<file path="config.mk">
export PLATFORM = sky130hd
export DESIGN_NAME = fetch_queue
export DESIGN_NICKNAME = d
export VERILOG_FILES = /design/src/rtl/fetch_queue.sv
export SDC_FILE = /design/constraint.sdc
export NUM_CORES = 1
export LEC_CHECK = 0
export BUFFER_PORTS_ARGS = -buffer_cell sky130_fd_sc_hd__buf_2
export CORE_UTILIZATION = 50
export DETAILED_ROUTE_END_ITERATION = 16
export PLACE_DENSITY = 0.73
export RECOVER_POWER = 100
export SETUP_SLACK_MARGIN = 0.1
export SYNTH_ARGS = -nofsm -noshare
export SYNTH_HDL_FRONTEND = slang
export SYNTH_SLANG_ARGS = --single-unit
</file>
<file path="constraint.sdc">
create_clock -name clk_i -period 3.05 [get_ports clk_i]
set_clock_uncertainty 0.15 [all_clocks]
set_input_delay 0.61 -clock clk_i [delete_from_list [all_inputs] [get_ports clk_i]]
set_output_delay 0.61 -clock clk_i [all_outputs]
set_load 0.03 [all_outputs]
</file>
<file path="src/rtl/fetch_queue.sv">
// fetch_queue
//   Instruction prefetch queue sitting between instruction memory and decode.
//   Keeps its own fetch PC, issues one word request per cycle while it has
//   credit (queued entries plus the outstanding response stay below DEPTH),
//   and presents the oldest fetched word to decode with a valid/ready
//   handshake. A redirect flushes the queue and drops the in-flight response.
//
// Ports
//   clk_i          clock, all state updates on the rising edge
//   rst_i          synchronous active-high reset
//   fetch_en_i     permits new memory requests
//   im_req_o       memory request this cycle
//   im_addr_o      word-aligned fetch address, valid with im_req_o
//   im_dout_i      instruction word, returned one cycle after the request
//   redirect_i     flush and restart fetching at redirect_pc_i
//   redirect_pc_i  new fetch address (bits [1:0] ignored)
//   valid_o        head entry present
//   ready_i        decode accepts the head entry
//   inst_o         head instruction, NOP when empty
//   pc_o           head PC, 0 when empty
//   count_o        number of occupied entries
module fetch_queue #(
    parameter int                XLEN     = 32,
    parameter int                DEPTH    = 4,
    parameter logic [XLEN-1:0]   RESET_PC = '0
) (
    input  logic                         clk_i,
    input  logic                         rst_i,
    input  logic                         fetch_en_i,
    output logic                         im_req_o,
    output logic [XLEN-1:0]              im_addr_o,
    input  logic [31:0]                  im_dout_i,
    input  logic                         redirect_i,
    input  logic [XLEN-1:0]              redirect_pc_i,
    output logic                         valid_o,
    input  logic                         ready_i,
    output logic [31:0]                  inst_o,
    output logic [XLEN-1:0]              pc_o,
    output logic [$clog2(DEPTH+1)-1:0]   count_o
);

    localparam int PW = $clog2(DEPTH);
    localparam int CW = $clog2(DEPTH+1);
    localparam logic [31:0] NOP = 32'h0000_0013;

    typedef enum logic {IDLE, RUN} state_e;

    state_e            state_q;
    logic [XLEN-1:0]   fetch_pc_q, fetch_pc_d;
    logic              pend_q, pend_d;
    logic [XLEN-1:0]   pend_pc_q;
    logic [PW-1:0]     rd_ptr_q, rd_ptr_d;
    logic [PW-1:0]     wr_ptr_q, wr_ptr_d;
    logic [CW-1:0]     count_q, count_d;
    logic [31:0]       inst_mem_q [DEPTH];
    logic [XLEN-1:0]   pc_mem_q   [DEPTH];

    logic              req;
    logic              push;
    logic              pop;
    logic [CW:0]       used;

    // Credit counts the outstanding response so a push can never overflow;
    // a pop in the same cycle is deliberately not credited.
    assign used = {1'b0, count_q} + (CW+1)'(pend_q);
    assign req  = (state_q == RUN) & fetch_en_i & ~redirect_i &
                  (used < (CW+1)'(DEPTH));
    assign push = pend_q & ~redirect_i;
    assign pop  = (count_q != '0) & ready_i & ~redirect_i;

    assign im_req_o  = req;
    assign im_addr_o = fetch_pc_q;
    assign valid_o   = (count_q != '0);
    assign inst_o    = valid_o ? inst_mem_q[rd_ptr_q] : NOP;
    assign pc_o      = valid_o ? pc_mem_q[rd_ptr_q] : '0;
    assign count_o   = count_q;

    always_comb begin
        fetch_pc_d = fetch_pc_q;
        pend_d     = req;
        rd_ptr_d   = rd_ptr_q;
        wr_ptr_d   = wr_ptr_q;
        count_d    = count_q;
        if (redirect_i) begin
            fetch_pc_d = {redirect_pc_i[XLEN-1:2], 2'b00};
            pend_d     = 1'b0;
            rd_ptr_d   = '0;
            wr_ptr_d   = '0;
            count_d    = '0;
        end else begin
            if (req)  fetch_pc_d = fetch_pc_q + XLEN'(4);
            if (push) wr_ptr_d   = wr_ptr_q + PW'(1);
            if (pop)  rd_ptr_d   = rd_ptr_q + PW'(1);
            case ({push, pop})
                2'b10:   count_d = count_q + CW'(1);
                2'b01:   count_d = count_q - CW'(1);
                default: count_d = count_q;
            endcase
        end
    end

    // Fetch FSM: runs while fetching is enabled, parks otherwise. Queue
    // contents and the pending response survive a drop to IDLE.
    always_ff @(posedge clk_i) begin
        if (rst_i) begin
            state_q <= IDLE;
        end else begin
            case (state_q)
                IDLE:    state_q <= fetch_en_i ? RUN : IDLE;
                RUN:     state_q <= fetch_en_i ? RUN : IDLE;
                default: state_q <= IDLE;
            endcase
        end
    end

    always_ff @(posedge clk_i) begin
        if (rst_i) begin
            fetch_pc_q <= RESET_PC;
            pend_q     <= 1'b0;
            rd_ptr_q   <= '0;
            wr_ptr_q   <= '0;
            count_q    <= '0;
        end else begin
            fetch_pc_q <= fetch_pc_d;
            pend_q     <= pend_d;
            rd_ptr_q   <= rd_ptr_d;
            wr_ptr_q   <= wr_ptr_d;
            count_q    <= count_d;
        end
    end

    // Payload storage carries no reset; occupancy is tracked by count_q.
    always_ff @(posedge clk_i) begin
        if (req) pend_pc_q <= fetch_pc_q;
        if (push && !rst_i) begin
            inst_mem_q[wr_ptr_q] <= im_dout_i;
            pc_mem_q[wr_ptr_q]   <= pend_pc_q;
        end
    end

endmodule

</file>
==> qor.yml <==
pwr-share-clk_pct: 43.2
portBuffers: 163
synth-seq-area-share_pct: 71.75
cts_tree: "built"
antenna_found_initial: 0
fin_crit_sh_pct: 92.71
grt_pass1_vias: 7283
crit_arrival_ns: 2.07
synthTopCellsByArea: "edfxtp_1, mux4_2, dfxtp_1"
via_per_inst: 5.782
max-cap-violations: 0
die_x_um: 161.9
p_switching_mw: 1.789
period_needed_ns: 2.828
fin_tns_setup_ns: 0
fin_nets: 1009
final_area_mm2: 0.01501
p_int_mw: 7.146
placed_area_mm2: 0.01419
synth-edff-count: 278
rsz0062_at_grt: "no"
switching_share_pct: 20.02
final_cells: 1287
clock_latency_ns: 0.49
ctsLongestPathBuffers: 3
cts_buffers: 34
vdd_drop_max_mv: 0.4585
h-tree-depth: 2
dr.pass1.iters: 5
crit_required_ns: 2.29
grt_max_degree: 47
synth_largest_area_cell: "edfxtp_1"
finalPower_mw: 8.935
max_freq_ghz: 0.3536
antenna_cells: 0
vias: 7441
cts_root_buf: "clkbuf_16"
netlist_area_mm2: 0.01278
setup_slack_ns: 0.2223
seqPwrFrac_pct: 53.9
power_density_mw_per_mm2: 595.3
max_slew_margin_pct: 20.52
drtIter0Drc: 651
coreArea_mm2: 0.02511
synth_top_area_share_pct: 65.33
slew_violations: 0
comb_power_share_pct: 2.9
grtUsageTotal_pct: 20.66
end_kind: "primary output"
areaGrowthSynthToFinish_pct: 17.45
start_util_pct: 50.89
place_inst: 1225
crit_type: "reg -> out"
final_layout_size_suffix_gt1_share_pct: 23.82
status: "finished, final reports clean"
setup-violations-final: 0
die_y_um: 161.9
cts_hold_buf: 0
yosysMostFrequentCell: "edfxtp_1"
drt_wl_total_um: 26660
ios: 170
dpl_worst_slack_ns: 0.4342
async_reset_ff_share_pct: 0
detail-route-antenna-nets: 0
ys_types: 54
grt_pass1_wl_um: 41300
post_drt_wl_per_cell_um: 20.71
synth_commonest_cells: "edfxtp_1, and2_1, mux4_2"
cts.sinks: 319
path_clk_slew_ns: 0.06
fp-row-count: 58
synthCells: 747
finalHoldViolations: 0
die_area_mm2: 0.02620
yosys_register_bits: 319
synth-main-ff-cell: "edfxtp_1"
syn_area_per_cell_um2: 17.11
worst_pin_slew_ns: 1.192
cp-start-kind: "flop"
overflow: 0
min_path_type: "in -> reg"
p_leak_nw: 4.895
dp_hpwl_um: 16900
yosys_warnings: 0
path_max_fanout: 24
globalplace.congestion: 0.8932
drc: 0
[flip-flops by register name (all words and copies together), names as in the netlist, named ones only]
name and flops:
pend_q 1, inst_mem_q 128, wr_ptr_q 2, pc_mem_q 120
state_q 1, count_o 3, rd_ptr_q 2, im_addr_o 30
pend_pc_q 30
[logic make-up after synthesis]
family,count (synthesis),synth area share [%]
AOI/OAI and AO/OA,75,4.152
adders and majority gates,7,0.7441
DFF,319,71.75
buffers and inverters,61,2.086
xor gates and xnor gates,5,0.3428
other,1,0.02935
muxes,64,11.08
and+or+nand+nor,215,9.811
[worst max-delay path: stages (launching register included)]
cell	delay [ns]
dfxtp_4	0.58
buf_4	0.30
mux4_2	0.33
and2_1	0.18
clkbuf_2	0.18
[timing repair]
action,CTS,global route
resized for setup,2,0
endpoints found under the setup margin,53,0
buffers inserted,2,0
hold endpoints to repair,0,0
[worst paths after layout]
kind,start,to,slack (ns),cells after the start
min reg2reg,pend_pc_q[26],pc_mem_q[3][26],0.35,0
max,flop,inst_o[11],0.22,4
min,fetch_en_i,state_q,0.22,2
max reg2reg,wr_ptr_q[0],inst_mem_q[0][3],0.55,4
[metrics by stage]
stage | hold WS (ns) | utilization, %
2_1_floorplan | 0.3087 | -
4_1_cts | 0.1638 | 60.78
6_report | 0.2201 | 59.77
3_3_place_gp | 0.3229 | 56.52
5_1_grt | 0.2198 | 59.77
3_5_place_dp | 0.3346 | 56.52
[power groups by stage]
stage,Sequential [mW],Combinational [mW],Clock [mW]
finish,4.81,0.257,3.86
global route,4.82,0.276,4.11
CTS,4.81,0.272,3.95
detailed placement,4.91,0.271,0
global placement,4.90,0.265,0
floorplan,4.93,0.103,0
[routing by layer]
layer  wire [um]  part of all wire (%)  up-vias  track usage (%)
li1            -                     -     3366                -
met1       11610                    44     3728            30.44
met2       12870                    48      315            32.58
met3        1812                   6.8       32            3.345
met4         363                   1.4        0            4.717
met5           0                     0        -                0
[placed cells by master (no fill, tap or decap), types with 6 or more instances in the layout]
cell,netlist,routed
edfxtp_1,278,278
clkbuf_1,29,95
mux4_2,62,62
buf_2,12,55
and2_1,65,48
clkbuf_2,0,42
dfxtp_1,41,39
clkbuf_16,0,35
nand2_1,30,30
nand3_1,20,20
a31oi_1,18,18
and2_0,0,17
nand4_1,17,17
nor2_1,16,16
a21oi_1,13,13
inv_1,13,12
and3_1,12,12
buf_4,4,10
and4_1,9,9
o311ai_0,9,9
or4_1,9,9
nor4_1,7,7
o211ai_1,7,7
or3_1,7,7
nor2b_1,6,6
ha_1,6,6
[area by class of cell]
cell class / count / area, um2
clock buffer: 48 / 934.6
clock inverter: 12 / 112.6
fill: 1972 / 10100
inverter: 13 / 48.80
multi-input combinational: 370 / 3359
sequential: 319 / 9176
tap: 330 / 412.9
timing repair buffer: 195 / 963.4
No activity file was read; power rests on OpenSTA's default activity.
